--- config.mk ---
export PLATFORM = sky130hd
export DESIGN_NAME = hs_rx_bridge
export DESIGN_NICKNAME = d
export VERILOG_FILES = /design/src/rtl/hs_bridge_pkg.sv /design/src/rtl/hs_rx_fifo.sv /design/src/rtl/hs_rx_bridge.sv
export SDC_FILE = /design/constraint.sdc
export NUM_CORES = 1
export LEC_CHECK = 0
export BUFFER_PORTS_ARGS = -buffer_cell sky130_fd_sc_hd__buf_2
export CORE_ASPECT_RATIO = 1.2
export CORE_MARGIN = 2
export CORE_UTILIZATION = 50
export CTS_CLUSTER_SIZE = 25
export DETAILED_ROUTE_END_ITERATION = 6
export PLACE_DENSITY = 0.69
export SLEW_MARGIN = 40
export SYNTH_ARGS = -nofsm -noshare
export SYNTH_HDL_FRONTEND = slang
export SYNTH_SLANG_ARGS = --single-unit
--- constraint.sdc ---
create_clock -name clk -period 2.4 [get_ports clk]
set_input_delay 0.36 -clock clk [delete_from_list [all_inputs] [get_ports clk]]
set_output_delay 0.36 -clock clk [all_outputs]
set_load 0.02 [all_outputs]
--- src/rtl/hs_bridge_pkg.sv ---
// Shared types for the req/ack <-> valid/ready bridge pair.
// Holds the receive and transmit state encodings and the count-width helper.
package hs_bridge_pkg;

    typedef enum logic [1:0] {
        R_IDLE = 2'd0,
        R_ACK  = 2'd1,
        R_DROP = 2'd2
    } hs_rx_state_t;

    typedef enum logic [1:0] {
        T_IDLE = 2'd0,
        T_REQ  = 2'd1,
        T_WAIT = 2'd2
    } hs_tx_state_t;

    function automatic int unsigned cnt_w(input int unsigned depth);
        return $clog2(depth) + 1;
    endfunction

endpackage

--- src/rtl/hs_rx_fifo.sv ---
// Receive buffer: memory, pointers, word count and registered stream output.
// count covers the memory plus the output register.
module hs_rx_fifo
    import hs_bridge_pkg::*;
#(
    parameter int WIDTH = 8,
    parameter int DEPTH = 16,
    parameter int CNT_W = cnt_w(DEPTH)
) (
    input  logic             clk,
    input  logic             rst,
    input  logic             wr_en,
    input  logic [WIDTH-1:0] wr_data,
    input  logic             rd_ready,
    output logic             full,
    output logic [WIDTH-1:0] data_out,
    output logic             valid,
    output logic [CNT_W-1:0] count
);

    localparam int PTR_W = $clog2(DEPTH);

    logic [WIDTH-1:0] mem_q [DEPTH];
    logic [PTR_W-1:0] wr_ptr_q, wr_ptr_d;
    logic [PTR_W-1:0] rd_ptr_q, rd_ptr_d;
    logic [CNT_W-1:0] count_q, count_d;
    logic [WIDTH-1:0] data_q, data_d;
    logic             valid_q, valid_d;
    logic             mem_empty, load, pop;

    always_comb begin
        // Words in memory are the total minus the one held in the output register.
        mem_empty = (count_q == CNT_W'(valid_q));
        pop       = valid_q && rd_ready;
        load      = (!valid_q || rd_ready) && !mem_empty;
        wr_ptr_d  = wr_en ? wr_ptr_q + PTR_W'(1) : wr_ptr_q;
        rd_ptr_d  = load ? rd_ptr_q + PTR_W'(1) : rd_ptr_q;
        count_d   = count_q + CNT_W'(wr_en) - CNT_W'(pop);
        data_d    = load ? mem_q[rd_ptr_q] : data_q;
        valid_d   = valid_q;
        if (load) begin
            valid_d = 1'b1;
        end else if (pop) begin
            valid_d = 1'b0;
        end
    end

    always_ff @(posedge clk) begin
        if (wr_en) begin
            mem_q[wr_ptr_q] <= wr_data;
        end
    end

    always_ff @(posedge clk or negedge rst) begin
        if (!rst) begin
            wr_ptr_q <= '0;
            rd_ptr_q <= '0;
            count_q  <= '0;
            data_q   <= '0;
            valid_q  <= 1'b0;
        end else begin
            wr_ptr_q <= wr_ptr_d;
            rd_ptr_q <= rd_ptr_d;
            count_q  <= count_d;
            data_q   <= data_d;
            valid_q  <= valid_d;
        end
    end

    assign full     = (count_q == CNT_W'(DEPTH));
    assign data_out = data_q;
    assign valid    = valid_q;
    assign count    = count_q;

endmodule

--- src/rtl/hs_rx_bridge.sv ---
// 4-phase req/ack receiver feeding a buffered valid/ready stream.
// Define HS_RX_SYNC_EN to pass req through a SYNC_STAGES flop synchronizer.
module hs_rx_bridge
    import hs_bridge_pkg::*;
#(
    parameter int WIDTH       = 8,
    parameter int DEPTH       = 16,
    parameter int SYNC_STAGES = 2
) (
    input  logic                      clk,
    input  logic                      rst,
    input  logic [WIDTH-1:0]          data_in,
    input  logic                      req,
    output logic                      ack,
    output logic [WIDTH-1:0]          data_out,
    output logic                      valid,
    input  logic                      ready,
    output logic [cnt_w(DEPTH)-1:0]   count
);

    hs_rx_state_t state_q;
    logic         ack_q;
    logic         req_s;
    logic         sync_ok;
    logic         full;
    logic         wr_en;

`ifdef HS_RX_SYNC_EN
    logic [SYNC_STAGES-1:0] sync_q;
    logic [SYNC_STAGES-1:0] prime_q;

    // prime_q marks when sync_q holds real samples, so a req live
    // across reset is not mistaken for a low level.
    always_ff @(posedge clk or negedge rst) begin
        if (!rst) begin
            sync_q  <= '0;
            prime_q <= '0;
        end else begin
            sync_q  <= {sync_q[SYNC_STAGES-2:0], req};
            prime_q <= {prime_q[SYNC_STAGES-2:0], 1'b1};
        end
    end

    assign req_s   = sync_q[SYNC_STAGES-1];
    assign sync_ok = prime_q[SYNC_STAGES-1];
`else
    assign req_s   = req;
    assign sync_ok = 1'b1;
`endif

    assign wr_en = (state_q == R_IDLE) && req_s && !full;

    always_ff @(posedge clk or negedge rst) begin
        if (!rst) begin
            state_q <= R_DROP;
            ack_q   <= 1'b0;
        end else begin
            unique case (state_q)
                R_IDLE: begin
                    if (wr_en) begin
                        state_q <= R_ACK;
                        ack_q   <= 1'b1;
                    end
                end
                R_ACK: begin
                    if (!req_s) begin
                        state_q <= R_IDLE;
                        ack_q   <= 1'b0;
                    end
                end
                R_DROP: begin
                    ack_q <= 1'b0;
                    if (!req_s && sync_ok) begin
                        state_q <= R_IDLE;
                    end
                end
                default: begin
                    state_q <= R_DROP;
                    ack_q   <= 1'b0;
                end
            endcase
        end
    end

    assign ack = ack_q;

    hs_rx_fifo #(
        .WIDTH (WIDTH),
        .DEPTH (DEPTH)
    ) u_fifo (
        .clk      (clk),
        .rst      (rst),
        .wr_en    (wr_en),
        .wr_data  (data_in),
        .rd_ready (ready),
        .full     (full),
        .data_out (data_out),
        .valid    (valid),
        .count    (count)
    );

endmodule
==> impl_metrics.toml, run 1 <==
[floorplanning]
coreArea_um2 = 12100
rows = 44
die_area_um2 = 13300
fp.dieH_um = 126
initial_core_util_pct = 51.1
die_x_um = 106
io_pins = 27

[global_route]
grt_max_degree = 35
antenna_found_initial = 0
grt_pass1_vias = 3239
grt_pass1_wl_um = 17900
grt.overflow.total = 0
grtUsageTotal_pct = 18.5

[timing]
finalHoldViolCount = 0
period_share_pct = 95.3
hold_slack_ns = 0.328
slew_headroom_pct = 60.1
worst_slew_pin_slew_ns = 0.598
skew_ns = 0.0107
finalSetupViolations = 0
drv_slew = 0
clock.fmax_mhz = 437
final.min_clock_period_ns = 2.29

[layout]
area_growth_pct = 17.0
fin_nets = 400
num_antenna_cells = 0
layout_common_cells = "edfxtp_1, mux4_2, buf_2"
n_fill_cell = 889
multi_input_area_um2 = 1640
final_common_cell = "edfxtp_1"
drive_above_1_share_pct = 33.0
seqCellArea_um2 = 4470

[placement]
gp_congestion = 0.761
io_buffers = 26
hpwl_um = 7340

[clock_network]
htree_levels = 4
clockRootBuffer = "clkbuf_16"
numCtsBuffers = 17
clkTransAtPathRegs_ns = 0.06
cts_tree = "built"
cts.path.max_buffers = 2
clock_latency_ns = 0.42
clkSinkCount = 153

[logic_synthesis]
ys.flop_type = "edfxtp_1"
async_reset_ff_share_pct = 16.3
synthAdderAreaFrac_pct = 3.35
ys_seq_area_share_pct = 72.2
synth_edf_count = 128
syn_inst = 321
synth_mux_area_share_pct = 13.9
synth_compound_area_share_pct = 3.47
synth_seq_cells = 153
synth_top_family_by_area = "multiplexers"
avgSynthCellArea_um2 = 19.3
post_synth_xor_area_fraction_pct = 1.56
synth_simple_gate_area_share_pct = 3.31
synth_cell_types = 37
yosys_warnings = 0
netlist_area_um2 = 6190
synth_fp_nets = 349

[critical_path]
reg2reg_to = "u_fifo.count[4]"
critPathMaxFanout = 3
timing.reg2reg.setup_slack_ns = 0.11
worstPathRequired_ns = 2.74
critPathLaunch = "u_fifo.count[3]"
crit_type = "reg2reg"
startpoint_type = "register"
endpoint = "u_fifo.count[4]"
critPathCaptureType = "register"
arrival_ns = 2.62
worstRegToRegCells = 14
r2r-start = "u_fifo.count[3]"

[drt]
drtIter0Drc = 221
wl_um = 11200
via_per_inst = 5.56
num_vias = 3035
drtAntennaViolNets = 0
wl_per_cell_um = 20.5
drc_errors = 0
drtPass1Iterations = 4

[power_and_ir_drop]
p_per_area_nw_per_um2 = 1200
irDropWorstVdd_v = 0.000492
fin_total_pwr_w = 0.00868
leakage_nw = 2.61

[hold_path]
hold_start = "req"
hold_path_class = "in2reg"

[status]
outcome = "completed"

[job]
maxCapViolations = 0
## synthesized netlist by cell type, types with 5 or more instances
master | n | area (um2)
ha_1 | 15 | 188
o22ai_1 | 8 | 50.1
nand2_1 | 5 | 18.8
inv_1 | 15 | 56.3
buf_2 | 7 | 35.0
clkbuf_1 | 8 | 30.0
a21o_1 | 8 | 60.1
mux2i_1 | 7 | 70.1
a211oi_1 | 7 | 52.6
edfxtp_1 | 128 | 3840
dfrtp_1 | 24 | 601
and3_1 | 8 | 50.1
mux4_2 | 33 | 743
nor3b_1 | 5 | 37.5
xnor2_1 | 7 | 61.3
## sequential cells by signal, indices dropped and copies added, names as in the netlist
name and flops:
u_fifo.mem_q 128, u_fifo.data_out 8, u_fifo.count 5, u_fifo.rd_ptr_q 4
u_fifo.wr_ptr_q 4, state_q 2, ack 1, u_fifo.valid 1
## power by group
part	total, W	internal, W	switching (W)
clock network	0.00248	0.00152	0.000961
logic	0.00271	0.00133	0.00137
registers	0.00349	0.00324	0.000255
total	0.00868	0.00609	0.00259
## how the worst min path moves through the flow
stage | to | slack [ns] | cells past startpoint
3_3_place_gp | u_fifo.data_out[1] | 0.39 | 1
6_report | ack | 0.33 | 3
4_1_cts | u_fifo.mem_q[5][2] | 0.31 | 1
2_1_floorplan | ack | 0.06 | 0
3_5_place_dp | ack | 0.41 | 1
5_1_grt | u_fifo.mem_q[14][1] | 0.33 | 1
## repair_timing
item | in CTS | in global routing
hold buffers | 1 | 0
setup buffers | 1 | 3
gates resized for setup | 0 | 14
pin swaps | 1 | 5
hold endpoints to repair | 24 | 0
setup endpoints to repair | 1 | 1
## per-layer routing
metal | global-route usage (%) | up-vias | wire, um
met5 | 0 | - | 0
met4 | 6.66 | 0 | 158
met3 | 4.71 | 13 | 317
met2 | 30.4 | 57 | 5790
met1 | 24.3 | 1586 | 4950
li1 | - | 1379 | -
## cell families (layout without fill, tap and decap cells)
| kind of cell | count (synthesis) | after routing |
|---|---|---|
| AO/OA/AOI/OAI | 31 | 31 |
| XOR/XNOR | 11 | 11 |
| adder cells (fa/ha/maj) | 16 | 16 |
| buffers and inverters | 33 | 97 |
| flip-flops | 153 | 153 |
| multiplexers | 44 | 44 |
| AND/OR/NAND/NOR | 33 | 33 |
## worst max-delay path: stages (launching register included)
cell       delay [ns]
dfrtp_2          0.42
inv_2            0.09
ha_4             0.13
nand4bb_1        0.13
and3_4           0.19
inv_4            0.06
ha_4             0.20
inv_4            0.05
ha_4             0.12
inv_2            0.04
fa_2             0.39
inv_2            0.06
a21oi_1          0.05
o21bai_1         0.17
xnor2_1          0.13
## area by class of cell
type	instances	share of cell area (%)
clock buffers	22	6.13
repair buffers	49	4.39
inverters	16	0.898
multi-input cells	135	22.6
flip-flops and latches	153	61.7
clock inverters	10	1.43
well taps	161	2.78
## stage by stage
stage | cells | setup WS [ns] | utilization, % | area, um2 | setup TNS, ns
final | 546 | 0.112 | 59.8 | 7250 | 0
after global routing | 546 | -0.00254 | 59.8 | 7250 | -0.00254
after CTS | 543 | 0.0217 | 59.1 | 7160 | 0
after detailed placement | 509 | -0.00640 | 54.5 | 6600 | -0.00640
after global placement | 509 | 0.0527 | 54.5 | 6600 | 0
after floorplan | 321 | 0.00579 | - | 6210 | 0
Note: power is estimated with default switching activity, not from simulation.
==> run 2, diff against run 1 <==
--- a/config.mk
+++ b/config.mk
@@ -11,7 +11,8 @@
 export CORE_UTILIZATION = 50
 export CTS_CLUSTER_SIZE = 25
 export DETAILED_ROUTE_END_ITERATION = 6
-export PLACE_DENSITY = 0.69
+export PLACE_DENSITY = 0.67
+export REMOVE_ABC_BUFFERS = 1
 export SLEW_MARGIN = 40
 export SYNTH_ARGS = -nofsm -noshare
 export SYNTH_HDL_FRONTEND = slang
==> constraint.sdc (replaced) <==
create_clock -name clk -period 2.65 [get_ports clk]
set_input_delay 0.3975 -clock clk [delete_from_list [all_inputs] [get_ports clk]]
set_output_delay 0.3975 -clock clk [all_outputs]
set_load 0.02 [all_outputs]
==> impl_metrics.toml, run 2 (same netlist as run 1, synthesis figures left out) <==
[clock_network]
postCtsSetupBuffers = 0
clockRootBuffer = "clkbuf_16"
holdBufCountCts = 0
cts_resized = 0
clkSinkCount = 153
cts_tree = "built"
cts.path.max_buffers = 2
clkTransAtPathRegs_ns = 0.06
clock_latency_ns = 0.41
numCtsBuffers = 17
htree_levels = 4

[layout]
num_antenna_cells = 0
fin_nets = 392
layout_common_cells = "edfxtp_1, mux4_2, buf_2"
final_area_um2 = 7180
largest_register = "u_fifo.mem_q"
n_fill_cell = 910
final_common_cell = "edfxtp_1"
largest_register_ffs = 128
drive_above_1_share_pct = 30.0
area_growth_pct = 16.0

[floorplanning]
die_area_um2 = 13300
io_pins = 27
initial_core_util_pct = 51.1
die_x_um = 106
coreArea_um2 = 12100
rows = 44
fp.dieH_um = 126

[global_route]
antenna_found_initial = 0
grt.overflow.total = 0
grt_pass1_vias = 3159
grt_max_degree = 26
grt_pass1_wl_um = 18000
grtUsageTotal_pct = 18.7

[drt]
drc_errors = 0
wl_um = 11300
drtIter0Drc = 282
via_per_inst = 5.56
wl_per_cell_um = 21.0
drtAntennaViolNets = 0
num_vias = 2992
drtPass1Iterations = 4

[timing]
worst_slew_pin_slew_ns = 0.682
clock.fmax_mhz = 414
drv_slew = 0
skew_ns = 0.00793
hold_slack_ns = 0.00608
slew_headroom_pct = 54.6
final.min_clock_period_ns = 2.42
period_share_pct = 91.2
finalHoldViolCount = 0
rsz0062_at_grt = "false"
finalSetupViolations = 0
fin_ws_ns = 0.232

[critical_path]
startpoint_type = "register"
critPathMaxFanout = 4
critPathCaptureType = "register"
crit_type = "reg2reg"
arrival_ns = 2.76
worstRegToRegCells = 13
worstPathRequired_ns = 2.99

[placement]
io_buffers = 26
gp_congestion = 0.726
pre_cts_ws_ns = 0.221
placed_area_um2 = 6560
hpwl_um = 7330

[power_and_ir_drop]
p_per_area_nw_per_um2 = 1110
irDropWorstVdd_v = 0.000562
leakage_nw = 2.61

[job]
maxCapViolations = 0

[status]
outcome = "completed"

[hold_path]
hold_path_class = "in2async"
-- run 2: changes by cell type in the layout (fill, tap and decap cells not counted), sizes merged --
cell / delta
buf: -7
bufinv: +2
clkbuf: -4
clkinvlp: -1
dlygate4sd3: -1
inv: +3
-- run 2: final timing paths --
| kind | slack, ns | endpoint | start |
|---|---|---|---|
| max | 0.23 | u_fifo.count[4] | state_q[1] |
| min | 0.006 | u_fifo.count[2] | rst |
| max reg2reg | 0.23 | u_fifo.count[4] | state_q[1] |
| min reg2reg | 0.47 | u_fifo.data_out[7] | u_fifo.data_out[7] |
| max in group asynchronous | 2.18 | u_fifo.rd_ptr_q[2] | rst |
| min in group clk | 0.32 | ack | req |
-- run 2: cell type report --
| cell class | instances | area [um2] | share of cell area (%) |
|---|---|---|---|
| well taps | 161 | 201 | 2.80 |
| clock inverters | 14 | 195 | 2.72 |
| inverters | 16 | 60.1 | 0.836 |
| multi-input cells | 135 | 1580 | 22.0 |
| clock buffers | 18 | 429 | 5.97 |
| repair buffers | 41 | 243 | 3.38 |
| flip-flops and latches | 153 | 4470 | 62.3 |
-- run 2: layer usage --
metal,track usage [%],vias up,share of wire (%)
met2,31.2,75,53
met5,0,-,0
met4,6.73,0,1.2
met1,24.2,1533,41
li1,-,1371,-
met3,4.50,13,4.8
-- run 2: worst max-delay path: stages (launching register included) --
cell	delay (ns)
dfstp_2	0.54
inv_1	0.07
ha_1	0.20
and3_1	0.19
inv_2	0.08
ha_1	0.22
inv_1	0.05
ha_1	0.15
inv_1	0.05
fa_1	0.39
inv_1	0.07
a21oi_1	0.05
o21bai_1	0.15
xnor2_1	0.13
-- run 2: report_power, final --
part	internal (W)	switching, W	total (W)
registers	0.00293	0.000390	0.00332
logic	0.00107	0.00103	0.00210
clock network	0.00158	0.000954	0.00254
-- run 2: through the flow --
stage / util [%] / total power, W / std cells / TNS (ns)
after global placement: 54.2 / 0.00547 / 506 / 0
final: 59.3 / 0.00796 / 538 / 0
after detailed placement: 54.2 / 0.00553 / 506 / 0
after CTS: 59.3 / 0.00806 / 538 / 0
after floorplan: - / 0.00481 / 304 / -0.0118
after global routing: 59.3 / 0.00837 / 538 / 0
==> run 3, diff against run 2 <==
==> constraint.sdc (replaced) <==
create_clock -name clk -period 2.8 [get_ports clk]
set_input_delay 0.42 -clock clk [delete_from_list [all_inputs] [get_ports clk]]
set_output_delay 0.42 -clock clk [all_outputs]
set_load 0.02 [all_outputs]
==> impl_metrics.toml, run 3 (same netlist as run 1, synthesis figures left out) <==
[critical_path]
slowest_stage = "dfstp_2"
critPathMaxStageDelay_ns = 0.54
startpoint_type = "register"
critPathCaptureType = "register"
path_cells = "inv_1 > ha_1 > and3_1 > inv_2 > ha_1 > inv_1 > ha_1 > inv_1 > fa_1 > inv_1 > a21oi_1 > o21bai_1 > xnor2_1"
timing.reg2reg.setup_slack_ns = 0.34
worstPathRequired_ns = 3.13
critPathMaxFanout = 4
crit_buf_inv = 5
arrival_ns = 2.80
path_delay_family = "adder cells"
crit_type = "reg2reg"
cpMostUsedCell = "inv_1"

[drt]
drc_errors = 0
wl_per_cell_um = 20.6
wl_um = 11000
drtPass1Iterations = 5
met1Wirelength_um = 4580
routed-wl-met2_um = 5900
via_per_inst = 5.54
wl_met3_um = 475
num_vias = 2958
drtIter0Drc = 137
drtAntennaViolNets = 0
routed.top_layer = "met4"

[timing]
worst_slew_pin_slew_ns = 0.683
skew_ns = 0.00724
finalHoldViolCount = 0
clock.fmax_mhz = 406
fin_ws_ns = 0.336
rsz0062_at_grt = "false"
period_share_pct = 88.0
drv_slew = 0
slew_headroom_pct = 54.4
finalSetupViolations = 0
final.min_clock_period_ns = 2.46
fin_tns_setup_ns = 0

[layout]
area_growth_pct = 15.8
final_util_pct = 59.2
layout_common_cells = "edfxtp_1, mux4_2, buf_2"
largest_register = "u_fifo.mem_q"
fin_nets = 388
seqCellArea_um2 = 4470
largest_register_ffs = 128
n_fill_cell = 913
num_antenna_cells = 0
multi_input_area_um2 = 1580
drive_above_1_share_pct = 28.4
final_common_cell = "edfxtp_1"

[power_and_ir_drop]
leakage_nw = 2.59
irDropWorstVdd_v = 0.000458
p_per_area_nw_per_um2 = 1050

[floorplanning]
die_area_um2 = 13300
rows = 44
fp.dieH_um = 126
io_pins = 27
coreArea_um2 = 12100
die_x_um = 106
initial_core_util_pct = 51.1

[global_route]
antenna_found_initial = 0
grt.overflow.total = 0
grt_pass1_vias = 3021
grtUsageTotal_pct = 18.3
grt_max_degree = 26
grt_pass1_wl_um = 17400

[clock_network]
htree_levels = 4
clkSinkCount = 153
clock_latency_ns = 0.41
cts.path.max_buffers = 2
numCtsBuffers = 17
holdBufCountCts = 0
cts_tree = "built"
postCtsSetupBuffers = 0
cts_resized = 0
clkTransAtPathRegs_ns = 0.06
clockRootBuffer = "clkbuf_16"

[placement]
io_buffers = 26
pre_cts_ws_ns = 0.341
hpwl_um = 7220
gp_congestion = 0.759

[hold_path]
hold_path_class = "in2async"

[job]
maxCapViolations = 0

[status]
outcome = "completed"
## run 3: layout make-up
class / instances / share of cell area [%]
Clock buffer: 18 / 5.98
Sequential cell: 153 / 62.3
Clock inverter: 14 / 2.83
Inverter: 16 / 0.837
Timing Repair Buffer: 37 / 3.14
Tap cell: 161 / 2.81
Multi-Input combinational cell: 135 / 22.1
## run 3: per-stage QoR
stage          power, W  area [um2]  cells  hold WS (ns)
6_report        0.00756        7170    534        0.0187
4_1_cts         0.00766        7170    534        0.0147
3_5_place_dp    0.00524        6540    502         0.461
3_3_place_gp    0.00519        6540    502         0.459
2_1_floorplan   0.00455        6110    304         0.124
5_1_grt         0.00793        7170    534        0.0436
## run 3: worst reg2reg max path, cell delays in order (launching register included)
cell and delay, ns:
dfstp_2 0.54, inv_1 0.07, ha_1 0.21, and3_1 0.20, inv_2 0.08, ha_1 0.22, inv_1 0.06, ha_1 0.15
inv_1 0.05, fa_1 0.39, inv_1 0.07, a21oi_1 0.05, o21bai_1 0.15, xnor2_1 0.13
## run 3: final timing paths
kind                               startpoint                 end  cells after the start
setup / recovery                   state_q[1]     u_fifo.count[4]                     13
hold / removal                            rst     u_fifo.count[2]                      1
setup reg to reg                   state_q[1]     u_fifo.count[4]                     13
hold reg to reg            u_fifo.data_out[0]  u_fifo.data_out[0]                      1
max in group asynchronous                 rst  u_fifo.rd_ptr_q[2]                      1
min in group clk                          req                 ack                      3
## run 3: per-layer routing
metal,track usage (%),vias to the layer above
met1,22.6,1533
met3,5.49,4
met2,31.3,64
li1,-,1357
met5,0,-
met4,5.34,0
## run 3: where the power goes
| group | total [W] | internal, W | switching [W] |
|---|---|---|---|
| clock | 0.00241 | 0.00157 | 0.000837 |
| combinational | 0.00204 | 0.00103 | 0.00101 |
| sequential | 0.00312 | 0.00277 | 0.000342 |
| total | 0.00756 | 0.00537 | 0.00219 |
